[src/rtl/multicycle_ctrl_pkg.sv]
// Shared encodings for the RV32I multi-cycle controller:
// opcodes, immediate/ALU/writeback select codes and FSM states.
package multicycle_ctrl_pkg;

  localparam logic [6:0] OPC_LUI    = 7'b0110111;
  localparam logic [6:0] OPC_AUIPC  = 7'b0010111;
  localparam logic [6:0] OPC_JAL    = 7'b1101111;
  localparam logic [6:0] OPC_JALR   = 7'b1100111;
  localparam logic [6:0] OPC_BRANCH = 7'b1100011;
  localparam logic [6:0] OPC_LOAD   = 7'b0000011;
  localparam logic [6:0] OPC_STORE  = 7'b0100011;
  localparam logic [6:0] OPC_OPIMM  = 7'b0010011;
  localparam logic [6:0] OPC_OP     = 7'b0110011;

  typedef enum logic [2:0] {
    IMM_NONE  = 3'b000,
    IMM_J     = 3'b001,
    IMM_B     = 3'b010,
    IMM_I     = 3'b011,
    IMM_S     = 3'b100,
    IMM_U     = 3'b101,
    IMM_SHAMT = 3'b111
  } imm_sel_e;

  typedef enum logic [3:0] {
    ALU_ADD  = 4'd0,
    ALU_SUB  = 4'd1,
    ALU_SLL  = 4'd2,
    ALU_SLT  = 4'd3,
    ALU_SLTU = 4'd4,
    ALU_XOR  = 4'd5,
    ALU_SRL  = 4'd6,
    ALU_SRA  = 4'd7,
    ALU_OR   = 4'd8,
    ALU_AND  = 4'd9
  } alu_op_e;

  typedef enum logic [1:0] {
    WB_ALU = 2'b00,
    WB_MEM = 2'b01,
    WB_PC4 = 2'b10,
    WB_IMM = 2'b11
  } wb_sel_e;

  typedef enum logic [2:0] {
    ST_FETCH  = 3'd0,
    ST_DECODE = 3'd1,
    ST_EXEC   = 3'd2,
    ST_MEM    = 3'd3,
    ST_WB     = 3'd4,
    ST_TRAP   = 3'd5
  } state_e;

  typedef struct packed {
    logic is_load;
    logic is_store;
    logic is_branch;
    logic is_jump;
  } inst_class_t;

  // alt is inst[30]; SUB only exists for register-register ops
  function automatic alu_op_e alu_from_f3(
    input logic [2:0] f3,
    input logic       alt,
    input logic       is_op
  );
    alu_op_e r;
    unique case (f3)
      3'b000: r = (alt && is_op) ? ALU_SUB : ALU_ADD;
      3'b001: r = ALU_SLL;
      3'b010: r = ALU_SLT;
      3'b011: r = ALU_SLTU;
      3'b100: r = ALU_XOR;
      3'b101: r = alt ? ALU_SRA : ALU_SRL;
      3'b110: r = ALU_OR;
      3'b111: r = ALU_AND;
    endcase
    return r;
  endfunction

endpackage

[src/rtl/multicycle_ctrl_inst_decode.sv]
// Combinational instruction decoder: IR -> datapath selects,
// instruction class flags and illegal-opcode detect.
module inst_decode
  import multicycle_ctrl_pkg::*;
(
  input  logic [31:0]  inst_i,
  output logic [2:0]   imm_sel_o,
  output logic [3:0]   alu_op_o,
  output logic         alu_src_a_o,
  output logic         alu_src_b_o,
  output logic [1:0]   wb_sel_o,
  output inst_class_t  class_o,
  output logic         illegal_o
);

  logic [6:0] opc;
  logic [2:0] f3;
  logic       alt;
  logic       unused_bits;

  assign opc = inst_i[6:0];
  assign f3  = inst_i[14:12];
  assign alt = inst_i[30];
  assign unused_bits = ^{inst_i[31], inst_i[29:15], inst_i[11:7]};

  logic is_op, is_opimm, is_lui, is_auipc;
  logic is_jal, is_jalr, is_br, is_ld, is_st;

  assign is_op    = (opc == OPC_OP);
  assign is_opimm = (opc == OPC_OPIMM);
  assign is_lui   = (opc == OPC_LUI);
  assign is_auipc = (opc == OPC_AUIPC);
  assign is_jal   = (opc == OPC_JAL);
  assign is_jalr  = (opc == OPC_JALR);
  assign is_br    = (opc == OPC_BRANCH);
  assign is_ld    = (opc == OPC_LOAD);
  assign is_st    = (opc == OPC_STORE);

  assign class_o.is_load   = is_ld;
  assign class_o.is_store  = is_st;
  assign class_o.is_branch = is_br;
  assign class_o.is_jump   = is_jal | is_jalr;

  always_comb begin
    imm_sel_o   = IMM_NONE;
    alu_op_o    = ALU_ADD;
    alu_src_a_o = 1'b0;
    alu_src_b_o = 1'b0;
    wb_sel_o    = WB_ALU;
    illegal_o   = 1'b0;
    unique case (1'b1)
      is_op: begin
        alu_op_o = alu_from_f3(f3, alt, 1'b1);
      end
      is_opimm: begin
        imm_sel_o   = (f3 == 3'b001 || f3 == 3'b101)
                    ? IMM_SHAMT : IMM_I;
        alu_op_o    = alu_from_f3(f3, alt, 1'b0);
        alu_src_b_o = 1'b1;
      end
      is_lui: begin
        imm_sel_o   = IMM_U;
        alu_src_b_o = 1'b1;
        wb_sel_o    = WB_IMM;
      end
      is_auipc: begin
        imm_sel_o   = IMM_U;
        alu_src_a_o = 1'b1;
        alu_src_b_o = 1'b1;
      end
      is_jal: begin
        imm_sel_o   = IMM_J;
        alu_src_a_o = 1'b1;
        alu_src_b_o = 1'b1;
        wb_sel_o    = WB_PC4;
      end
      is_jalr: begin
        imm_sel_o   = IMM_I;
        alu_src_b_o = 1'b1;
        wb_sel_o    = WB_PC4;
      end
      is_br: begin
        imm_sel_o   = IMM_B;
        alu_src_a_o = 1'b1;
        alu_src_b_o = 1'b1;
      end
      is_ld: begin
        imm_sel_o   = IMM_I;
        alu_src_b_o = 1'b1;
        wb_sel_o    = WB_MEM;
      end
      is_st: begin
        imm_sel_o   = IMM_S;
        alu_src_b_o = 1'b1;
      end
      default: begin
        illegal_o = 1'b1;
      end
    endcase
  end

endmodule

[src/rtl/multicycle_ctrl.sv]
// Multi-cycle RV32I control FSM: fetch/decode/exec/mem/wb
// sequencing, memory wait counter with timeout trap.
module multicycle_ctrl
  import multicycle_ctrl_pkg::*;
#(
  parameter int unsigned MEM_TIMEOUT = 255
) (
  input  logic        clk,
  input  logic        rst_n,
  input  logic [31:0] inst,
  input  logic        mem_ready,
  input  logic        br_taken,
  output logic        mem_req,
  output logic        mem_we,
  output logic        mem_dsel,
  output logic        ir_we,
  output logic        pc_we,
  output logic        pc_sel,
  output logic [2:0]  imm_sel,
  output logic        alu_src_a,
  output logic        alu_src_b,
  output logic [3:0]  alu_op,
  output logic        reg_we,
  output logic [1:0]  wb_sel,
  output logic        trap
);

  localparam int unsigned CW =
    (MEM_TIMEOUT < 2) ? 1 : $clog2(MEM_TIMEOUT + 1);
  localparam bit TO_EN = (MEM_TIMEOUT != 0);
  localparam logic [CW-1:0] TO_VAL = CW'(MEM_TIMEOUT);

  state_e       state_q, state_d;
  logic [CW-1:0] wcnt_q, wcnt_d;

  logic [2:0]  d_imm_sel;
  logic [3:0]  d_alu_op;
  logic        d_src_a;
  logic        d_src_b;
  logic [1:0]  d_wb_sel;
  inst_class_t d_cls;
  logic        d_illegal;

  inst_decode u_dec (
    .inst_i      (inst),
    .imm_sel_o   (d_imm_sel),
    .alu_op_o    (d_alu_op),
    .alu_src_a_o (d_src_a),
    .alu_src_b_o (d_src_b),
    .wb_sel_o    (d_wb_sel),
    .class_o     (d_cls),
    .illegal_o   (d_illegal)
  );

  always_ff @(posedge clk or negedge rst_n) begin
    if (!rst_n) begin
      state_q <= ST_FETCH;
      wcnt_q  <= '0;
    end else begin
      state_q <= state_d;
      wcnt_q  <= wcnt_d;
    end
  end

  logic waiting;

  always_comb begin
    state_d   = state_q;
    wcnt_d    = '0;
    waiting   = 1'b0;
    mem_req   = 1'b0;
    mem_we    = 1'b0;
    mem_dsel  = 1'b0;
    ir_we     = 1'b0;
    pc_we     = 1'b0;
    pc_sel    = 1'b0;
    imm_sel   = IMM_NONE;
    alu_src_a = 1'b0;
    alu_src_b = 1'b0;
    alu_op    = ALU_ADD;
    reg_we    = 1'b0;
    wb_sel    = WB_ALU;
    trap      = 1'b0;

    // IR-derived selects are meaningful once IR holds the instruction
    if (state_q != ST_FETCH && state_q != ST_TRAP) begin
      imm_sel   = d_imm_sel;
      alu_op    = d_alu_op;
      alu_src_a = d_src_a;
      alu_src_b = d_src_b;
      wb_sel    = d_wb_sel;
    end

    unique case (state_q)
      ST_FETCH: begin
        mem_req = 1'b1;
        if (mem_ready) begin
          ir_we   = 1'b1;
          state_d = ST_DECODE;
        end else begin
          waiting = 1'b1;
        end
      end
      ST_DECODE: begin
        state_d = d_illegal ? ST_TRAP : ST_EXEC;
      end
      ST_EXEC: begin
        if (d_cls.is_branch) begin
          pc_we   = 1'b1;
          pc_sel  = br_taken;
          state_d = ST_FETCH;
        end else if (d_cls.is_load || d_cls.is_store) begin
          state_d = ST_MEM;
        end else begin
          state_d = ST_WB;
        end
      end
      ST_MEM: begin
        mem_req  = 1'b1;
        mem_dsel = 1'b1;
        mem_we   = d_cls.is_store;
        if (mem_ready) begin
          if (d_cls.is_store) begin
            pc_we   = 1'b1;
            state_d = ST_FETCH;
          end else begin
            state_d = ST_WB;
          end
        end else begin
          waiting = 1'b1;
        end
      end
      ST_WB: begin
        reg_we  = 1'b1;
        pc_we   = 1'b1;
        pc_sel  = d_cls.is_jump;
        state_d = ST_FETCH;
      end
      ST_TRAP: begin
        trap = 1'b1;
      end
      default: begin
        state_d = ST_FETCH;
      end
    endcase

    // a ready on the timeout cycle never reaches here
    if (waiting && TO_EN) begin
      if (wcnt_q == TO_VAL) begin
        state_d = ST_TRAP;
      end else begin
        wcnt_d = wcnt_q + CW'(1);
      end
    end
  end

endmodule

[config.mk]
export PLATFORM = sky130hd
export DESIGN_NAME = multicycle_ctrl
export DESIGN_NICKNAME = d
export VERILOG_FILES = /design/src/rtl/multicycle_ctrl_pkg.sv /design/src/rtl/multicycle_ctrl_inst_decode.sv /design/src/rtl/multicycle_ctrl.sv
export SDC_FILE = /design/constraint.sdc
export NUM_CORES = 1
export LEC_CHECK = 0
export ABC_CLOCK_PERIOD_IN_PS = 2750
export CAP_MARGIN = 20
export CORE_ASPECT_RATIO = 1.2
export CORE_MARGIN = 2
export CORE_UTILIZATION = 30
export DETAILED_ROUTE_END_ITERATION = 12
export GPL_TIMING_DRIVEN = 1
export PLACE_DENSITY_LB_ADDON = 0.1
export SLEW_MARGIN = 20
export SYNTH_ARGS = -nofsm -noshare
export SYNTH_HDL_FRONTEND = slang
export SYNTH_SLANG_ARGS = --single-unit
[constraint.sdc]
create_clock -name clk -period 2.75 [get_ports clk]
set_clock_uncertainty 0.2 [all_clocks]
set_input_delay 0.55 -clock clk [delete_from_list [all_inputs] [get_ports clk]]
set_output_delay 0.55 -clock clk [all_outputs]
set_load 0.1 [all_outputs]
After elaboration in Yosys (flattened, before gate mapping)
Cells that the tools add are included.
- word-level logic and storage cells: 81
- output and inout port bits: 19
- register bits after elaboration: 11
- multiplexer cells: 41
- eq/ne operators: 23
- bitwise gates (word level): 1
- add/subtract/negate cells: 1
- reductions and logical operators: 13
- operators with widths (kind ; number):
    $pmux 4 s8 ; 2
    $mux 3 ; 10
    $eq 7x6->1 const B ; 3
    $eq 7x7->1 const B ; 3
    $mux 1 ; 19
    $eq 3x3->1 const B ; 6
    $pmux 3 s6 ; 1
    $mux 8 ; 2
    $pmux 3 s5 ; 1
    $eq 7x5->1 const B ; 2
    $eq 3x2->1 const B ; 4
    $reduce_or 9->1 ; 1
    $add 8x1->8 const B ; 1
    $eq 8x8->1 const B ; 1
    $pmux 4 s2 ; 1
    $reduce_or 2->1 ; 4
    $reduce_or 8->1 ; 1
    $eq 7x2->1 const B ; 1
    $eq 3x1->1 const B ; 2
    $logic_not 3->1 ; 2
    $pmux 2 s3 ; 1
    $mux 4 ; 1
    $ne 3x3->1 const B ; 1
    $pmux 1 s3 ; 1
    other kinds (7) ; 8

Logic depth before layout (Yosys ltp)
Gate-level depths: netlist of the first run.
- word-level depth: 7
- depth in mapped cells: 5
- depth with buffers taken out: 5

Modules after synthesis
A second synthesis of the first run with hierarchy kept.
- cell total of the unflattened synthesis: 148
- area total of the unflattened synthesis: 1152.4 um^2
- modules (own cells, without submodules) (module ; area an instance (um^2) ; instances ; cells each):
    multicycle_ctrl ; 775.7 ; 1 ; 91
    inst_decode ; 376.6 ; 1 ; 57

Least setup slack after synthesis of the first run
No wires, ideal clock.
- path kind: input to output
- start point: input port inst[4]
- end point: output port imm_sel[0]
- stages: 5
- slack: -3953 ps
- data arrival time: 5953 ps
- path through: buf_2 > nand4b_1 > nor2_1 > a21oi_1 > a2111oi_0
- longest elaborated chain between the ends: 4
- elaborated cells on any way between the ends: 12
- those cells by class: eq/ne (8); mux (2); reduce/logical (2)
- RTL lines (item ; line ; text):
    from (decl) ; multicycle_ctrl.sv:10 ; input logic [31:0] inst,
    $eq 7x2->1 (tied with other cells) ; multicycle_ctrl_inst_decode.sv:36 ; assign is_ld = (opc == OPC_LOAD);
    $reduce_or 2->1 (no line) ; n/a ;
    $pmux 3 s6 (*) ; multicycle_ctrl_inst_decode.sv:51 ; unique case (1'b1)
    $mux 3 (*) ; multicycle_ctrl.sv:86 ; if (state_q != ST_FETCH && state_q != ST_TRAP) begin
    to (decl) ; multicycle_ctrl.sv:19 ; output logic [2:0] imm_sel,
Mark *: on every way between the ends. The rest lies on a longest branch, timed or not.

Final worst setup path of the first run
- start point: input port inst[4]
- end point: output port pc_sel
- longest elaborated chain between the ends: 3
- elaborated cells on any way between the ends: 6
- those cells by class: eq/ne (3); mux (2); bitwise (1)
- RTL lines (item ; line ; text):
    $eq 7x7->1 (on tied branches) ; multicycle_ctrl_inst_decode.sv:33, multicycle_ctrl_inst_decode.sv:34, multicycle_ctrl_inst_decode.sv:35 ;
    $or 1x1->1 / $mux 1 (equally long branches) ; multicycle_ctrl_inst_decode.sv:42, multicycle_ctrl.sv:108 ;
    $pmux 1 s2 (*) ; multicycle_ctrl.sv:94 ; unique case (state_q)
    to (decl) ; multicycle_ctrl.sv:18 ; output logic pc_sel,
Marked as above.

==> impl_metrics.json, run 1 <==
{
  "coreArea_sq_mm": 0.00337,
  "slew_headroom_pct": 64.0,
  "cts.sinks": 11,
  "multi_input_area_sq_um": 938,
  "via_per_inst": 5.48,
  "worstSetupPathType": "input pin to output port",
  "fin_area_sq_mm": 0.00213,
  "portBuffers": 33,
  "cts_tree": "built",
  "violations": "negative setup slack",
  "hold_path_depth": 1,
  "wl_mm": 3.55,
  "yosys_most_used_dff": "dfrtp_1",
  "ir_drop_mv": 0.619,
  "drt-pass1-iter-count": 4,
  "crit_path_max_fanout": 3,
  "die-area_sq_mm": 0.00405,
  "antennaDiodeCount": 0,
  "synth_area_sq_mm": 0.00107,
  "globalplace.congestion": 0.776,
  "dp_hpwl_mm": 2.83,
  "rows": 23,
  "drive_gt1_share_pct": 49.0,
  "syn_nets": 169,
  "slew_viol_final": 0,
  "syn2layout_area_growth_pct": 99.4,
  "worstReg2RegEnd": "wcnt_q[7]$_DFF_PN0_",
  "p_leak_nw": 0.864,
  "grt_use_total_pct": 18.7,
  "hp-class": "flop to flop",
  "arrival_ps": 2010,
  "outcome": "complete, but fails checks",
  "hp-start": "wcnt_q[0]$_DFF_PN0_",
  "wl_per_cell_um": 15.0,
  "setup_violations": 1,
  "seqCellArea_sq_um": 275,
  "cts_buffers": 3,
  "yosysUniqueCellTypes": 53,
  "die_y_um": 69.3,
  "dieWidth_um": 58.4,
  "start_util_pct": 31.7,
  "period_needed_ps": 2760,
  "drv_cap": 0,
  "drt_iter0_drc": 24,
  "fin_crit_sh_pct": 100,
  "postSynth.asyncResetShare_pct": 100,
  "io_pins": 55,
  "power_mw": 1.34,
  "cts-root-buf": "clkbuf_8",
  "overflow": 0,
  "nets": 238,
  "max_stage_delay_ps": 430,
  "grt_max_degree": 12,
  "grt_antenna_before_repair": 0,
  "rsz0062_at_grt": "true",
  "synth-seq-cells": 11,
  "max_freq_mhz": 362,
  "powerDensity_mw_per_mm2": 630,
  "final.setup.worst_slack_ps": -9.39,
  "clock_latency_ps": 250,
  "place_area_sq_mm": 0.00203,
  "whs_endpoint": "wcnt_q[0]$_DFF_PN0_",
  "worstPathRequired_ps": 2000,
  "grt_pass1_vias": 1339,
  "r2r.worst_path.cells": 5,
  "crit_chain": "buf_6 > or3b_1 > or4_4 > or2_4 > a21oi_4 > buf_12",
  "vias": 1299,
  "antenna_left": 0,
  "drc": 0,
  "htreeDepth": 1,
  "grt_pass1_wl_mm": 6.07,
  "clockBufferDepth": 2,
  "synth_edf_count": 0,
  "fill_cells": 279,
  "critPathLaunchType": "input pin",
  "tightest_slew_ps": 532,
  "r2r-start": "state_q[0]$_DFF_PN0_",
  "avgSynthCellArea_sq_um": 8.08,
  "yosysWarnings": 0,
  "ys_seq_area_share_pct": 25.8,
  "clkTransAtPathRegs_ps": 50,
  "r2r_slack_ps": 790,
  "path_buf_inv": 2,
  "endpoint_kind": "output port",
  "slowest_stage": "or4_4",
  "hold_viol": 0,
  "syn_inst": 132,
  "crit_family": "simple AND/OR/NAND/NOR gates"
}
Yosys cell counts, types with 2 or more instances:
library cell / n / area, sq um
nor4_1: 2 / 12.5
dfrtp_1: 11 / 275
nor2_1: 19 / 71.3
o21ai_0: 3 / 15.0
nand3_1: 5 / 25.0
xor2_1: 5 / 43.8
nor3_1: 3 / 15.0
nor2b_1: 5 / 31.3
a21oi_1: 5 / 25.0
a211oi_1: 2 / 15.0
mux2i_1: 2 / 20.0
or3_1: 2 / 12.5
nand2b_1: 5 / 31.3
or4_1: 2 / 15.0
nand2_1: 7 / 26.3
buf_6: 3 / 33.8
inv_1: 4 / 15.0
nand4_1: 2 / 12.5
a2111oi_0: 3 / 26.3
buf_4: 2 / 15.0
and2_1: 3 / 18.8
or2_1: 4 / 25.0
and3_1: 3 / 18.8
cells by family after synthesis:
group	after synthesis	share of synthesized area, %
fa+ha+maj	2	2.11
mux	2	1.88
simple gates	73	39.7
buf+inv	11	6.81
xor+xnor	6	4.93
compound gates	27	18.8
flops	11	25.8
flip-flops by register name, summed over array words and instances (netlist names):
name	flops
state_q	3
wcnt_q	8
area by class of cell:
type,instances,area share [%]
Multi-Input combinational cell,110,44.1
Timing Repair Buffer,70,37.5
Sequential cell,11,12.9
Tap cell,37,2.18
Clock buffer,4,2.12
Inverter,5,1.12
cells in the final DEF (no fill, tap or decap), drive strengths merged, types with 5 or more instances in the layout:
cell and count:
dfrtp 11, nor2b 5, buf 60, nand3 5, nand2b 5, nand2 7
nor2 19, clkdlybuf4s50 6, a21oi 6, or2 5, xor2 5, inv 5
stage by stage:
stage                     utilization [%]  setup TNS, ps  hold WS, ps  setup WS [ps]  std cells
after global routing                 63.1           -144          312          -58.4        237
final                                63.1          -9.39          277          -9.39        237
after detailed placement             60.2          -4260          273           -450        229
after global placement               60.2          -4170          267           -436        229
after CTS                            62.6          -18.3          279          -16.9        236
after floorplan                         -          -3440         54.4           -515        132
worst max path at each step:
stage                              start         end  cells past startpoint
finish                           inst[4]      pc_sel                      6
global route        state_q[2]$_DFF_PN0_      pc_sel                      5
CTS                              inst[0]      pc_sel                      5
detailed placement               inst[4]      pc_sel                      6
global placement                 inst[4]      pc_sel                      6
floorplan                        inst[4]  imm_sel[0]                      5
power by group:
part	internal [mW]	switching, mW	leakage (nW)
registers	0.183	0.0127	0.148
clock network	0.102	0.0674	0.0228
logic	0.341	0.633	0.693
repair_timing:
action	4_1_cts	5_1_grt
hold buffers	0	0
pin swaps	10	4
resized for setup	27	6
hold endpoints to repair	0	0
setup buffers	3	1
setup endpoints to repair	14	8
metal layers:
layer	vias to the layer above	track usage, %	wire, um
li1	625	-	-
met1	630	22.2	1370
met2	38	32.2	1930
met3	6	2.05	170
met4	0	9.56	76
met5	-	0	0
Note: power is estimated with default switching activity, not from simulation.
==> run 2: changes to the inputs <==
- ABC_CLOCK_PERIOD_IN_PS: 2750 -> 3470
- SLEW_MARGIN: 20 -> unset
- clock period: 2.75 -> 3.47 ns (I/O delays scaled with it)
==> impl_metrics.json, run 2 (synthesized netlist as in run 1, its figures left out) <==
{
  "p_int_mw": 0.406,
  "start_util_pct": 31.7,
  "endpoint_kind": "output port",
  "outcome": "finished, final reports clean",
  "drc": 0,
  "dieWidth_um": 58.4,
  "seqCellArea_sq_um": 275,
  "crit_family": "simple AND/OR/NAND/NOR gates",
  "clock_latency_ps": 230,
  "grt_max_degree": 12,
  "die_y_um": 69.3,
  "drt-pass1-iter-count": 4,
  "worst-path-stages": 5,
  "pwr-share-clk_pct": 13.6,
  "fin_setup_tns_ps": 0,
  "drt_iter0_drc": 35,
  "worstSetupPathType": "input pin to output port",
  "via_per_inst": 5.36,
  "period_needed_ps": 3430,
  "tightest_slew_ps": 493,
  "max_freq_mhz": 292,
  "switching_power_mw": 0.503,
  "rsz0062_at_grt": "false",
  "rows": 23,
  "drv_cap": 0,
  "globalplace.congestion": 0.872,
  "dp_hpwl_mm": 2.52,
  "fin_area_sq_mm": 0.00185,
  "largest_reg_flops": 8,
  "htreeDepth": 1,
  "slew_headroom_pct": 66.9,
  "setup_violations": 0,
  "seqPwrFrac_pct": 20.2,
  "multi_input_area_sq_um": 857,
  "cts_tree": "built",
  "p_leak_nw": 0.741,
  "die-area_sq_mm": 0.00405,
  "worstPathRequired_ps": 2580,
  "io_pins": 55,
  "vias": 1180,
  "final_common_cell": "buf_4",
  "fin_crit_sh_pct": 98.8,
  "switching_share_pct": 55.3,
  "startpoint": "inst[6]",
  "grt_use_total_pct": 16.8,
  "place_area_sq_mm": 0.00180,
  "coreArea_sq_mm": 0.00337,
  "regMostFlops": "wcnt_q",
  "crit_end": "imm_sel[0]",
  "syn2layout_area_growth_pct": 73.8,
  "grt_pass1_wl_mm": 5.48,
  "comb_power_share_pct": 66.2,
  "r2r_slack_ps": 1560,
  "drive_gt1_share_pct": 37.2,
  "crit_path_max_fanout": 4,
  "grt_antenna_before_repair": 0,
  "worstReg2RegEnd": "state_q[2]$_DFF_PN0_",
  "fill_cells": 313,
  "antenna_left": 0,
  "cts.sinks": 11,
  "cts-root-buf": "clkbuf_8",
  "overflow": 0,
  "arrival_ps": 2530,
  "nets": 221,
  "clkTransAtPathRegs_ps": 50,
  "clockBufferDepth": 2,
  "portBuffers": 33,
  "largest_registers": "wcnt_q x8, state_q x3",
  "slew_viol_final": 0,
  "path_buf_inv": 2,
  "antennaDiodeCount": 0,
  "hp-class": "flop to flop",
  "r2r-start": "state_q[0]$_DFF_PN0_",
  "r2r.worst_path.cells": 3,
  "max_stage_delay_ps": 470,
  "grt_pass1_vias": 1248,
  "post_cts_buffers": 0,
  "most-common-layout-cells": "buf_4, nor2_1, buf_12",
  "wl_mm": 3.06,
  "hold_viol": 0,
  "powerDensity_mw_per_mm2": 490,
  "wl_per_cell_um": 13.9,
  "cts_buffers": 3,
  "critPathLaunchType": "input pin",
  "postCtsHoldBufs": 0,
  "ir_drop_mv": 0.555,
  "crit_chain": "clkdlybuf4s50_1 > or2_2 > or3_1 > a2111oi_4 > buf_12",
  "slowest_stage": "clkdlybuf4s50_1"
}
==> run 2: cell types whose count changed in the layout (fill, tap and decap cells not counted), moves of 3 or more <==
cell | before | now
buf_4 | 34 | 25
buf_2 | 3 | 0
clkdlybuf4s50_1 | 6 | 13
buf_12 | 19 | 14
buf_6 | 4 | 0
==> run 2: power groups by stage <==
| stage | clock network [mW] | logic (mW) | registers [mW] |
|---|---|---|---|
| after CTS | 0.127 | 0.603 | 0.184 |
| after global placement | 0 | 0.599 | 0.185 |
| after floorplan | 0 | 0.483 | 0.156 |
| after detailed placement | 0 | 0.602 | 0.186 |
| final | 0.124 | 0.602 | 0.183 |
| after global routing | 0.136 | 0.639 | 0.189 |
==> run 2: per-layer routing <==
layer	vias up	GRT usage [%]	wire length, um
li1	591	-	-
met1	564	19.7	1250
met2	21	29.2	1670
met3	4	1.68	86
met4	0	8.53	47
met5	-	0	0
==> run 2: area by class of cell <==
cell class                      count  area share, %
Multi-Input combinational cell    110           46.3
Timing Repair Buffer               53           33.0
Sequential cell                    11           14.9
Tap cell                           37           2.50
Clock buffer                        4           2.43
Inverter                            5           1.01
==> run 2: worst min path at each step <==
stage	from	to	slack [ps]	cells past startpoint
floorplan	rst_n	state_q[0]$_DFF_PN0_	200	0
global placement	wcnt_q[0]$_DFF_PN0_	wcnt_q[0]$_DFF_PN0_	270	1
detailed placement	wcnt_q[0]$_DFF_PN0_	wcnt_q[0]$_DFF_PN0_	290	1
CTS	wcnt_q[0]$_DFF_PN0_	wcnt_q[0]$_DFF_PN0_	290	1
global route	wcnt_q[0]$_DFF_PN0_	wcnt_q[0]$_DFF_PN0_	310	1
finish	wcnt_q[0]$_DFF_PN0_	wcnt_q[0]$_DFF_PN0_	300	1
==> run 2: per-stage QoR <==
| stage | instances | util, % | worst slack, ps | hold slack (ps) | total power [mW] |
|---|---|---|---|---|---|
| floorplan | 132 | - | -359 | 198 | 0.639 |
| global placement | 216 | 53.4 | -18.1 | 272 | 0.783 |
| detailed placement | 216 | 53.4 | -3.23 | 285 | 0.788 |
| CTS | 220 | 54.8 | 36.3 | 292 | 0.915 |
| global route | 220 | 55.0 | 2.81 | 311 | 0.964 |
| finish | 220 | 55.0 | 42.5 | 300 | 0.909 |
==> run 2: what timing repair did <==
| item | 4_1_cts | 5_1_grt |
|---|---|---|
| gates cloned | 0 | 0 |
| setup endpoints to repair | 1 | 3 |
| pin swaps | 1 | 2 |
| gates resized for setup | 0 | 2 |
==> run 3: changes to the inputs <==
- TNS_END_PERCENT: unset -> 10
==> impl_metrics.json, run 3 (synthesized netlist as in run 1, its figures left out) <==
{
  "setup_violations": 0,
  "start_util_pct": 31.7,
  "whs_endpoint": "wcnt_q[0]$_DFF_PN0_",
  "instances_no_fill": 221,
  "grt_use_total_pct": 16.1,
  "rsz0062_at_grt": "true",
  "crit_path_max_fanout": 4,
  "worstReg2RegEnd": "state_q[2]$_DFF_PN0_",
  "cts.sinks": 11,
  "htreeDepth": 1,
  "grt_antenna_before_repair": 0,
  "cts-root-buf": "clkbuf_8",
  "via_per_inst": 5.28,
  "nets": 222,
  "crit_chain": "clkdlybuf4s50_1 > or2_2 > or3_1 > a2111oi_4 > buf_12",
  "r2r.worst_path.cells": 3,
  "drv_cap": 0,
  "fin_crit_sh_pct": 97.9,
  "drive_gt1_share_pct": 33.7,
  "rows": 23,
  "r2r-start": "state_q[0]$_DFF_PN0_",
  "drt_iter0_drc": 17,
  "p_leak_nw": 0.757,
  "max_stage_delay_ps": 440,
  "grt_max_degree": 12,
  "grt_pass1_wl_mm": 5.33,
  "tightest_slew_ps": 508,
  "hold_slack_ps": 289,
  "antennaDiodeCount": 0,
  "most-common-layout-cells": "buf_4, nor2_1, buf_12",
  "r2r_slack_ps": 1550,
  "vias": 1166,
  "worstPathRequired_ps": 2580,
  "worstSetupPathType": "input pin to output port",
  "critPathLaunchType": "input pin",
  "antenna_left": 0,
  "regMostFlops": "wcnt_q",
  "post_cts_buffers": 0,
  "clock_latency_ps": 240,
  "hp-start": "wcnt_q[0]$_DFF_PN0_",
  "slew_viol_final": 0,
  "placed_cells_incl_taps": 217,
  "outcome": "finished, final reports clean",
  "die-area_sq_mm": 0.00405,
  "drt-pass1-iter-count": 4,
  "hold_viol": 0,
  "drc": 0,
  "dieWidth_um": 58.4,
  "slew_headroom_pct": 66.1,
  "cts_tree": "built",
  "slowest_stage": "clkdlybuf4s50_1",
  "largest_reg_flops": 8,
  "syn2layout_area_growth_pct": 71.4,
  "dp_hpwl_mm": 2.46,
  "wl_per_cell_um": 14.0,
  "grt_pass1_vias": 1223,
  "overflow": 0,
  "endpoint_kind": "output port",
  "io_pins": 55,
  "clockBufferDepth": 2,
  "portBuffers": 33,
  "period_needed_ps": 3400,
  "globalplace.congestion": 0.798,
  "wl_mm": 3.09,
  "max_freq_mhz": 294,
  "ir_drop_mv": 0.363,
  "die_y_um": 69.3,
  "arrival_ps": 2500,
  "powerDensity_mw_per_mm2": 496,
  "final_common_cell": "buf_4",
  "cts_buffers": 3,
  "hold_path_depth": 1,
  "clkTransAtPathRegs_ps": 50,
  "coreArea_sq_mm": 0.00337,
  "hp-class": "flop to flop",
  "largest_registers": "wcnt_q x8, state_q x3"
}
==> run 3: cell types whose count changed in the layout (fill, tap and decap cells not counted), sizes merged <==
cell,change
buf,+1
clkdlybuf4s50,-2
dlygate4sd2,+1
dlymetal6s2s,+1
==> run 3: critical path: cells and delay by family <==
family | cells | cell delay [ps]
compound gates | 1 | 360
simple gates | 2 | 790
buf+inv | 2 | 660
==> run 3: power breakdown <==
part           internal [mW]  switching [mW]
combinational          0.184           0.413
clock                 0.0805          0.0465
sequential             0.145          0.0366
==> run 3: layer usage <==
metal  vias to the layer above  global-route usage (%)  share of wire (%)
li1                        589                       -                  -
met1                       552                    19.2                 41
met2                        18                    28.3                 54
met3                         7                    1.49                3.2
met4                         0                    6.72                1.9
met5                         -                       0                  0
==> run 3: repair_timing <==
| action | CTS | global route |
|---|---|---|
| pin swaps | 1 | 3 |
| resized for setup | 1 | 4 |
| endpoints found under the setup margin | 2 | 8 |
| hold buffers | 0 | 0 |
==> run 3: worst max path at each step <==
stage	startpoint	end	slack, ps	cells after the start
6_report	inst[3]	imm_sel[0]	70	5
4_1_cts	inst[4]	pc_sel	10	6
3_5_place_dp	inst[2]	pc_sel	-20	6
2_1_floorplan	inst[3]	alu_op[0]	-590	4
3_3_place_gp	inst[2]	pc_sel	-30	6
5_1_grt	inst[6]	imm_sel[0]	-9	8
==> run 3: area by class of cell <==
cell class | count | area, sq um
fill | 334 | 1540
multi-input combinational | 110 | 810
timing repair buffer | 54 | 632
sequential | 11 | 275
tap | 37 | 46.3
clock buffer | 4 | 45.0
inverter | 5 | 18.8
==> run 3: stage by stage <==
step           setup TNS [ps]  util, %  power [mW]  setup WS, ps  cell area, sq um
2_1_floorplan           -3200        -       0.624          -594              1150
3_3_place_gp            -37.7     52.6       0.777         -32.6              1770
3_5_place_dp            -24.3     52.6       0.785         -20.8              1770
4_1_cts                     0     53.9       0.915          10.6              1820
5_1_grt                 -9.42     54.3       0.949         -9.42              1830
6_report                    0     54.3       0.906          71.4              1830
